<file path="src/rtl/mem_port_arbiter.sv">
// Round-robin arbiter sharing one whole-line memory port between two cache controllers.
// Optional BUSY watchdog enabled by defining MEM_ARB_TIMEOUT_EN.
module mem_port_arbiter #(
  parameter int unsigned ADDR_W         = 32,
  parameter int unsigned DATA_W         = 128,
  parameter int unsigned TIMEOUT_CYCLES = 64
) (
  input  logic              clk,
  input  logic              rst_n,
  input  logic [ADDR_W-1:0] r0_addr,
  input  logic [DATA_W-1:0] r0_wdata,
  input  logic              r0_rw,
  input  logic              r0_valid,
  output logic              r0_ready,
  output logic [DATA_W-1:0] r0_rdata,
  output logic              r0_err,
  input  logic [ADDR_W-1:0] r1_addr,
  input  logic [DATA_W-1:0] r1_wdata,
  input  logic              r1_rw,
  input  logic              r1_valid,
  output logic              r1_ready,
  output logic [DATA_W-1:0] r1_rdata,
  output logic              r1_err,
  output logic [ADDR_W-1:0] mem_req_addr,
  output logic [DATA_W-1:0] mem_req_dataout,
  output logic              mem_req_rw,
  output logic              mem_req_valid,
  input  logic [DATA_W-1:0] mem_req_datain,
  input  logic              mem_req_ready,
  output logic              busy,
  output logic              grant
);

  if (TIMEOUT_CYCLES < 2) begin : g_timeout_check
    $error("TIMEOUT_CYCLES must be at least 2");
  end

  typedef enum logic [1:0] {
    ST_IDLE = 2'd0,
    ST_BUSY = 2'd1,
    ST_RESP = 2'd2
  } state_t;

  state_t              state_q, state_d;
  logic                last_q, last_d;
  logic                grant_d, busy_d, sel;
  logic [ADDR_W-1:0]   addr_d;
  logic [DATA_W-1:0]   wdata_d;
  logic                rw_d, valid_d;
  logic                r0_ready_d, r1_ready_d, r0_err_d, r1_err_d;
  logic [DATA_W-1:0]   r0_rdata_d, r1_rdata_d;
  logic                done, abort;

`ifdef MEM_ARB_TIMEOUT_EN
  localparam int unsigned CNT_W = (TIMEOUT_CYCLES > 255) ? $clog2(TIMEOUT_CYCLES + 1) : 8;
  logic [CNT_W-1:0] cnt_q, cnt_d;
`endif

  // Next-state and next-output logic
  always_comb begin
    state_d    = state_q;
    last_d     = last_q;
    grant_d    = grant;
    addr_d     = mem_req_addr;
    wdata_d    = mem_req_dataout;
    rw_d       = mem_req_rw;
    valid_d    = mem_req_valid;
    r0_ready_d = 1'b0;
    r1_ready_d = 1'b0;
    r0_err_d   = 1'b0;
    r1_err_d   = 1'b0;
    r0_rdata_d = '0;
    r1_rdata_d = '0;
    done       = 1'b0;
    abort      = 1'b0;
    // Lone requester wins; on a tie the one not served last wins
    sel        = r1_valid & (~r0_valid | ~last_q);
`ifdef MEM_ARB_TIMEOUT_EN
    cnt_d      = cnt_q;
`endif
    unique case (state_q)
      ST_IDLE: begin
        if (r0_valid || r1_valid) begin
          grant_d = sel;
          addr_d  = sel ? r1_addr  : r0_addr;
          wdata_d = sel ? r1_wdata : r0_wdata;
          rw_d    = sel ? r1_rw    : r0_rw;
          valid_d = 1'b1;
          state_d = ST_BUSY;
`ifdef MEM_ARB_TIMEOUT_EN
          cnt_d   = '0;
`endif
        end
      end
      ST_BUSY: begin
        done = mem_req_ready;
`ifdef MEM_ARB_TIMEOUT_EN
        // Memory completion on the limit edge still counts as a normal finish
        abort = ~mem_req_ready && (cnt_q == CNT_W'(TIMEOUT_CYCLES - 1));
        if (!done && !abort) cnt_d = cnt_q + CNT_W'(1);
`endif
        if (done || abort) begin
          valid_d    = 1'b0;
          state_d    = ST_RESP;
          r0_ready_d = ~grant;
          r1_ready_d = grant;
          r0_err_d   = ~grant & abort;
          r1_err_d   = grant & abort;
          if (done && !mem_req_rw) begin
            if (grant) r1_rdata_d = mem_req_datain;
            else       r0_rdata_d = mem_req_datain;
          end
        end
      end
      ST_RESP: begin
        last_d  = grant;
        state_d = ST_IDLE;
      end
      default: state_d = ST_IDLE;
    endcase
    busy_d = (state_d != ST_IDLE);
  end

  // State and output registers
  always_ff @(posedge clk or negedge rst_n) begin
    if (!rst_n) begin
      state_q         <= ST_IDLE;
      last_q          <= 1'b1;
      grant           <= 1'b1;
      busy            <= 1'b0;
      mem_req_addr    <= '0;
      mem_req_dataout <= '0;
      mem_req_rw      <= 1'b0;
      mem_req_valid   <= 1'b0;
      r0_ready        <= 1'b0;
      r1_ready        <= 1'b0;
      r0_err          <= 1'b0;
      r1_err          <= 1'b0;
      r0_rdata        <= '0;
      r1_rdata        <= '0;
`ifdef MEM_ARB_TIMEOUT_EN
      cnt_q           <= '0;
`endif
    end else begin
      state_q         <= state_d;
      last_q          <= last_d;
      grant           <= grant_d;
      busy            <= busy_d;
      mem_req_addr    <= addr_d;
      mem_req_dataout <= wdata_d;
      mem_req_rw      <= rw_d;
      mem_req_valid   <= valid_d;
      r0_ready        <= r0_ready_d;
      r1_ready        <= r1_ready_d;
      r0_err          <= r0_err_d;
      r1_err          <= r1_err_d;
      r0_rdata        <= r0_rdata_d;
      r1_rdata        <= r1_rdata_d;
`ifdef MEM_ARB_TIMEOUT_EN
      cnt_q           <= cnt_d;
`endif
    end
  end

endmodule

</file>
<file path="config.mk">
export PLATFORM = sky130hd
export DESIGN_NAME = mem_port_arbiter
export DESIGN_NICKNAME = d
export VERILOG_FILES = /design/src/rtl/mem_port_arbiter.sv
export SDC_FILE = /design/constraint.sdc
export NUM_CORES = 1
export LEC_CHECK = 0
export ABC_AREA = 0
export CAP_MARGIN = 20
export CORE_AREA = 2 2 337 339
export CTS_BUF_LIST = sky130_fd_sc_hd__clkbuf_2
export DETAILED_ROUTE_END_ITERATION = 10
export DIE_AREA = 0 0 339 341
export PLACE_DENSITY_LB_ADDON = 0.1
export SYNTH_ARGS = -nofsm -noshare
export SYNTH_HDL_FRONTEND = slang
export SYNTH_SLANG_ARGS = --single-unit
</file>
<file path="constraint.sdc">
create_clock -name clk -period 2.5 [get_ports clk]
set_clock_uncertainty 0.1 [all_clocks]
set_input_delay 0.25 -clock clk [delete_from_list [all_inputs] [get_ports clk]]
set_output_delay 0.25 -clock clk [all_outputs]
set_load 0.01 [all_outputs]
</file>
==> results.toml, run 1 <==
[synthesis]
syn_avg_cell_area_um2 = 15.0
yosys_warnings = 0
synth_seq_cells = 425
yosysUniqueCellTypes = 23
netlist_area_um2 = 16700
synth.area.top_cells = "dfrtp_1 (63%), mux2_2 (16%), and3_1 (9.6%)"
synth.largest_area_cell = "dfrtp_1"
async_flop_share_pct = 100
synthTopCellsByCount = "dfrtp_1 (423), and3_1 (256), mux2_2 (245)"
synth_ff_type = "dfrtp_1"
syn_inst = 1115
synth_edf_count = 0
synth_most_common_cell = "dfrtp_1"
seq_area_frac_synth_pct = 63.6
synth_top_area_share_pct = 63.3

[cts]
post_cts.repair.setup_buffers = 13
cts-root-buf = "clkbuf_2"
cts-htree-levels = 4
cts_buffers = 135
clock_path_buffers = 3
cts_resized = 1953
cts.sinks = 425
postCtsHoldBufs = 739

[place]
portBuffers = 876
dp_cells = 3456
dpl_cell_area_um2 = 27700
hpwl_mm = 59.1
gpl.final_weighted_congestion = 0.788

[outcome]
status = "aborted with a tool error"
lastStage = "4_1_cts"
error_line = "[ERROR RSZ-0060] Max buffer count reached."

[floorplan]
initial_utilization_pct = 15.0
core.rowCount = 123
die_w_um = 339
die_height_um = 341
ioPinCount = 879
## stage by stage
| step | setup slack, ps | hold slack (ps) |
|---|---|---|
| detailed placement | 176 | 167 |
| floorplan | 762 | -146 |
| global placement | 179 | 162 |
## kinds of logic after synthesis
group	count (synthesis)	synth area share, %
other	1	0.0224
AOI/OAI and AO/OA	3	0.135
buffers and inverters	95	2.93
muxes	324	23.4
DFF	425	63.6
and+or+nand+nor	267	9.95
==> run 2, diff against run 1 <==
--- a/config.mk
+++ b/config.mk
@@ -7,11 +7,10 @@
 export LEC_CHECK = 0
 export ABC_AREA = 0
 export CAP_MARGIN = 20
-export CORE_AREA = 2 2 337 339
-export CTS_BUF_LIST = sky130_fd_sc_hd__clkbuf_2
+export CORE_AREA = 2 2 344 346
 export DETAILED_ROUTE_END_ITERATION = 10
-export DIE_AREA = 0 0 339 341
-export PLACE_DENSITY_LB_ADDON = 0.1
+export DIE_AREA = 0 0 346 348
+export PLACE_DENSITY_LB_ADDON = 0.15
 export SYNTH_ARGS = -nofsm -noshare
 export SYNTH_HDL_FRONTEND = slang
 export SYNTH_SLANG_ARGS = --single-unit
==> results.toml, run 2 <==
[hold_path]
hp-class = "in -> async"

[floorplan]
die_w_um = 346
die_height_um = 348
core_um2 = 117000
die-area_um2 = 120000
initial_utilization_pct = 14.3
core.rowCount = 126
ioPinCount = 879

[synthesis]
synthMuxAreaShare_pct = 23.4
synth_seq_cells = 425
syn_inst = 1115
seq_area_frac_synth_pct = 63.6
synth_fa_ha_area_share_pct = 0
synth_edf_count = 0
synth_compound_area_share_pct = 0.135
yosysUniqueCellTypes = 23
synth.area.top_cells = "dfrtp_1 (63%), mux2_2 (16%), and3_1 (9.6%)"
synth_xor_area_share_pct = 0
yosys_warnings = 0
netlist_area_um2 = 16700
synth.largest_area_cell = "dfrtp_1"
synth_ff_type = "dfrtp_1"
synthTopCellsByCount = "dfrtp_1 (423), and3_1 (256), mux2_2 (245)"
syn_avg_cell_area_um2 = 15.0
synth_most_common_cell = "dfrtp_1"
synth_simple_gate_area_share_pct = 9.95
async_flop_share_pct = 100
synth_top_area_share_pct = 63.3
synth_top_family_by_area = "multiplexers"

[setup_path]
crit_chain = "buf_4, clkdlybuf4s50_1"
worst_ep_required_time_ps = 2150
critPathTopFamily = "buffers and inverters"
cp.arrival_ps = 1970
crit_path_start_kind = "register"
crit_type = "reg -> out"
rrSetupSlack_ps = 530
cp.depth = 2
timing.rr.end = "mem_req_addr[30]$_DFFE_PN0P_"
critPathSlowestCell = "clkdlybuf4s50_1"
crit_buf_inv = 2
r2r-start = "last_q$_DFFE_PN1N_"
ff2ff_path_depth = 5
end_kind = "output port"
critPathMaxFanout = 4
critPathMaxStageDelay_ps = 590

[routing]
via_per_inst = 3.56
drt-total-wl_mm = 73.1
num_vias = 12900
wire_per_inst_um = 20.2
dr.pass1.iters = 4
post-route-drc-count = 0
drt_iter0_markers = 337
ant_nets = 0

[place]
portBuffers = 876
gpl.final_weighted_congestion = 0.772
dpl_cell_area_um2 = 27700
hpwl_mm = 56.2

[sta]
fin_crit_sh_pct = 92.7
setup_violations = 0
fin_crit_ps = 2320
setup_tns_ps = 0
drv_slew = 0
max-slew-margin-rel_pct = 57.5
rsz0062_at_grt = "no"
finalHoldViolCount = 0
max_freq_mhz = 431
worst_slew_pin_slew_ps = 637

[global_routing]
grt.total_usage_pct = 11.7
first_global_vias = 14300
grt_first_pass_wirelength_mm = 104
antenna_found_initial = 18
grt_max_degree = 70
grt_overflow_total = 0

[cts]
cts-htree-levels = 2
cts_buffers = 56
cts_tree = "done"
cts.sinks = 425
clock_path_buffers = 3
clkTransAtPathRegs_ps = 60
cts-root-buf = "clkbuf_16"
clock_latency_ps = 650

[power_and_ir_drop]
power_density_nw_per_um2 = 934
p_leak_nw = 13.3
ir_drop_mv = 0.528

[finish]
fillers = 12200
register_area_um2 = 10600
final_cell_mix = "clkdlybuf4s50_1 (875), dfrtp_1 (423), and3_1 (256)"
utilization_pct = 25.4
multi_input_area_um2 = 5640
final_cell_area_um2 = 29700
syn2layout_area_growth_pct = 77.8
reg_top3 = "mem_req_dataout: 128 flops, r0_rdata: 128 flops, r1_rdata: 128 flops"
drive_gt1_share_pct = 23.4
fin_nets = 2480
layout_commonest_cell = "clkdlybuf4s50_1"

[flow_run]
cap_violations = 0

[outcome]
status = "finished, final reports clean"
==> run 2: worst max-delay path by stage <==
stage,endpoint,slack (ps),startpoint
floorplan,mem_req_dataout[79]$_DFFE_PN0P_,760,last_q$_DFFE_PN1N_
global placement,mem_req_dataout[72]$_DFFE_PN0P_,90,r1_valid
detailed placement,mem_req_addr[30]$_DFFE_PN0P_,90,r1_valid
CTS,grant,60,grant$_DFFE_PN1P_
global route,grant,40,grant$_DFFE_PN1P_
finish,grant,180,grant$_DFFE_PN1P_
==> run 2: metal layers <==
metal / global-route usage [%] / vias to the layer above / wire length, um
li1: - / 5761 / -
met1: 11.9 / 6410 / 25700
met2: 20.6 / 562 / 36800
met3: 6.54 / 106 / 8820
met4: 3.41 / 16 / 1620
met5: 0 / - / 113
==> run 2: cell type report <==
class	count	area share, %
multi-input cells	596	19.0
inverters	1	0.0126
flip-flops and latches	425	35.8
clock buffers	87	5.78
well taps	1536	6.46
diodes	6	0.0505
repair buffers	945	32.1
clock inverters	18	0.837
==> run 2: repair_timing <==
action	CTS	global route
endpoints found under the hold margin	204	0
hold buffers	1	0
gates resized for setup	0	0
buffers inserted	0	0
==> run 2: cells by family after synthesis <==
group           Yosys count
flops                   425
other cells               1
mux                     324
compound gates            3
simple gates            267
buf+inv                  95
==> run 2: worst register-to-register path, cell delays in order (launching register included) <==
cell	delay (ps)
dfstp_2	380
a21boi_4	220
buf_12	230
buf_12	280
mux2_1	360
mux2_2	260
==> run 2: report_power, final <==
part	leakage (nW)	switching (W)	internal (W)
Clock	0.965	0.00331	0.00514
Sequential	5.52	0.000864	0.00858
Combinational	6.84	0.00418	0.00572
Total	13.3	0.00835	0.0194
==> run 2: stage by stage <==
step / setup slack [ps] / power, W / hold slack [ps] / instances
floorplan: 762 / 0.0134 / -146 / 1116
global placement: 85.1 / 0.0197 / 179 / 3502
detailed placement: 89.4 / 0.0197 / 182 / 3502
CTS: 61.4 / 0.0285 / 7.20 / 3608
global route: 36.3 / 0.0293 / 32.1 / 3612
finish: 181 / 0.0278 / 51.1 / 3614
(Power assumes the default switching activity.)
==> run 3, diff against run 2 <==
--- a/config.mk
+++ b/config.mk
@@ -10,7 +10,7 @@
 export CORE_AREA = 2 2 344 346
 export DETAILED_ROUTE_END_ITERATION = 10
 export DIE_AREA = 0 0 346 348
-export PLACE_DENSITY_LB_ADDON = 0.15
+export PLACE_DENSITY = 0.43
 export SYNTH_ARGS = -nofsm -noshare
 export SYNTH_HDL_FRONTEND = slang
 export SYNTH_SLANG_ARGS = --single-unit
==> constraint.sdc (replaced) <==
create_clock -name clk -period 2.91 [get_ports clk]
set_clock_uncertainty 0.1 [all_clocks]
set_input_delay 0.291 -clock clk [delete_from_list [all_inputs] [get_ports clk]]
set_output_delay 0.291 -clock clk [all_outputs]
set_load 0.01 [all_outputs]
==> results.toml, run 3 (synthesis gave the netlist of run 2 again) <==
[setup_path]
crit_path_start_kind = "register"
end_kind = "output port"
crit_type = "reg -> out"
critPathTopFamily = "buffers and inverters"
crit_buf_inv = 1
crit_chain = "clkdlybuf4s50_1"
critPathMaxStageDelay_ps = 760
critPathSlowestCell = "clkdlybuf4s50_1"
worst_ep_required_time_ps = 2520
crit_start = "mem_req_rw$_DFFE_PN0P_"
cp.arrival_ps = 2080
critPathMaxFanout = 4
r2r-start = "state_q[1]$_DFF_PN0_"

[finish]
syn2layout_area_growth_pct = 75.0
layout_commonest_cell = "clkdlybuf4s50_1"
fillers = 12200
fin_nets = 2445
drive_gt1_share_pct = 21.6
utilization_pct = 25.0
final_cell_area_um2 = 29300
reg_top3 = "mem_req_dataout: 128 flops, r0_rdata: 128 flops, r1_rdata: 128 flops"
final_cell_mix = "clkdlybuf4s50_1 (875), dfrtp_1 (423), and3_1 (256)"
final_cells = 3575

[sta]
fin_crit_sh_pct = 84.9
max-slew-margin-rel_pct = 53.1
worst_slew_pin_slew_ps = 704
setup_tns_ps = 0
drv_slew = 0
finalHoldViolCount = 0
final.setup.worst_slack_ps = 439
max_freq_mhz = 405
fin_crit_ps = 2470
setup_violations = 0
rsz0062_at_grt = "no"

[power_and_ir_drop]
ir_drop_mv = 0.378
pwr-share-clk_pct = 28.8
seqPwrFrac_pct = 35.4
p_int_w = 0.0161
power_density_nw_per_um2 = 786
comb_power_share_pct = 35.8
p_switching_w = 0.00693
swShare_pct = 30.1
p_leak_nw = 13.0

[routing]
drt_iter0_markers = 361
ant_nets = 0
via_per_inst = 3.56
post-route-drc-count = 0
num_vias = 12700
wire_per_inst_um = 20.8
drt-total-wl_mm = 74.5
dr.pass1.iters = 4

[place]
dp_cells = 3470
hpwl_mm = 57.9
portBuffers = 876
place_ws_ps = 487
dpl_cell_area_um2 = 27500
gpl.final_weighted_congestion = 0.827

[floorplan]
ioPinCount = 879
initial_utilization_pct = 14.3
die_height_um = 348
die-area_um2 = 120000
core_um2 = 117000
die_w_um = 346
core.rowCount = 126

[global_routing]
first_global_vias = 14100
grt.total_usage_pct = 12.0
grt_util_met1_pct = 13.0
use_met3_pct = 5.06
grt_overflow_total = 0
antenna_found_initial = 28
grt-busiest-layer = "met2"
grt_first_pass_wirelength_mm = 105
grt_use_met2_pct = 21.4
grt_max_degree = 129

[cts]
cts.sinks = 425
cts_tree = "done"
clock_path_buffers = 3
clkTransAtPathRegs_ps = 60
cts-htree-levels = 2
cts-root-buf = "clkbuf_16"
clock_latency_ps = 600
cts_buffers = 53

[outcome]
status = "finished, final reports clean"

[flow_run]
cap_violations = 0

[hold_path]
hp-class = "in -> async"
[run 3: cell count changes in the layout (fill, tap and decap cells not counted), moves of 3 or more]
cell,previous run,this run
clkbuf_8,18,12
diode_2,6,11
clkinv_2,9,5
clkbuf_16,57,54
buf_4,47,16
[run 3: what timing repair did]
item	in CTS	in global routing
gates resized for setup	0	0
buffers inserted	0	0
hold buffers	1	0
endpoints found under the hold margin	255	0
[run 3: final timing paths]
path	end	depth (start not counted)	slack, ps
setup / recovery	mem_req_rw	1	440
hold / removal	r0_rdata[61]$_DFF_PN0_	2	120
setup reg to reg	mem_req_dataout[69]$_DFFE_PN0P_	4	960
hold reg to reg	mem_req_valid$_DFFE_PN0P_	1	390
max in group asynchronous	mem_req_dataout[20]$_DFFE_PN0P_	4	1700
min in group clk	r1_rdata[114]$_DFF_PN0_	2	150
[run 3: power by group through the flow]
| stage | sequential [W] | clock (W) | combinational (W) |
|---|---|---|---|
| 6_report | 0.00816 | 0.00663 | 0.00823 |
| 5_1_grt | 0.00835 | 0.00722 | 0.00875 |
| 3_5_place_dp | 0.00829 | 0 | 0.00837 |
| 4_1_cts | 0.00820 | 0.00694 | 0.00839 |
| 3_3_place_gp | 0.00825 | 0 | 0.00830 |
| 2_1_floorplan | 0.00882 | 0 | 0.00271 |
[run 3: final cells by class]
cell class                      instances  area (um^2)  area share [%]
Timing Repair Buffer                  913         9300            31.8
Tap cell                             1536         1920            6.56
Inverter                                1         3.75          0.0128
Sequential cell                       425        10600            36.3
Antenna cell                           11         27.5          0.0940
Clock inverter                         13          176           0.603
Clock buffer                           80         1570            5.36
Multi-Input combinational cell        596         5640            19.3
[run 3: through the flow]
stage               hold WS (ps)  total power, W
floorplan                   -105          0.0115
global placement             183          0.0166
detailed placement           188          0.0167
CTS                         70.4          0.0235
global route                99.3          0.0243
finish                       123          0.0230
[run 3: routing by layer]
metal,vias to the layer above,wire length [um]
met3,108,6790
li1,5698,-
met5,-,32
met1,6350,27700
met4,6,1440
met2,556,38500
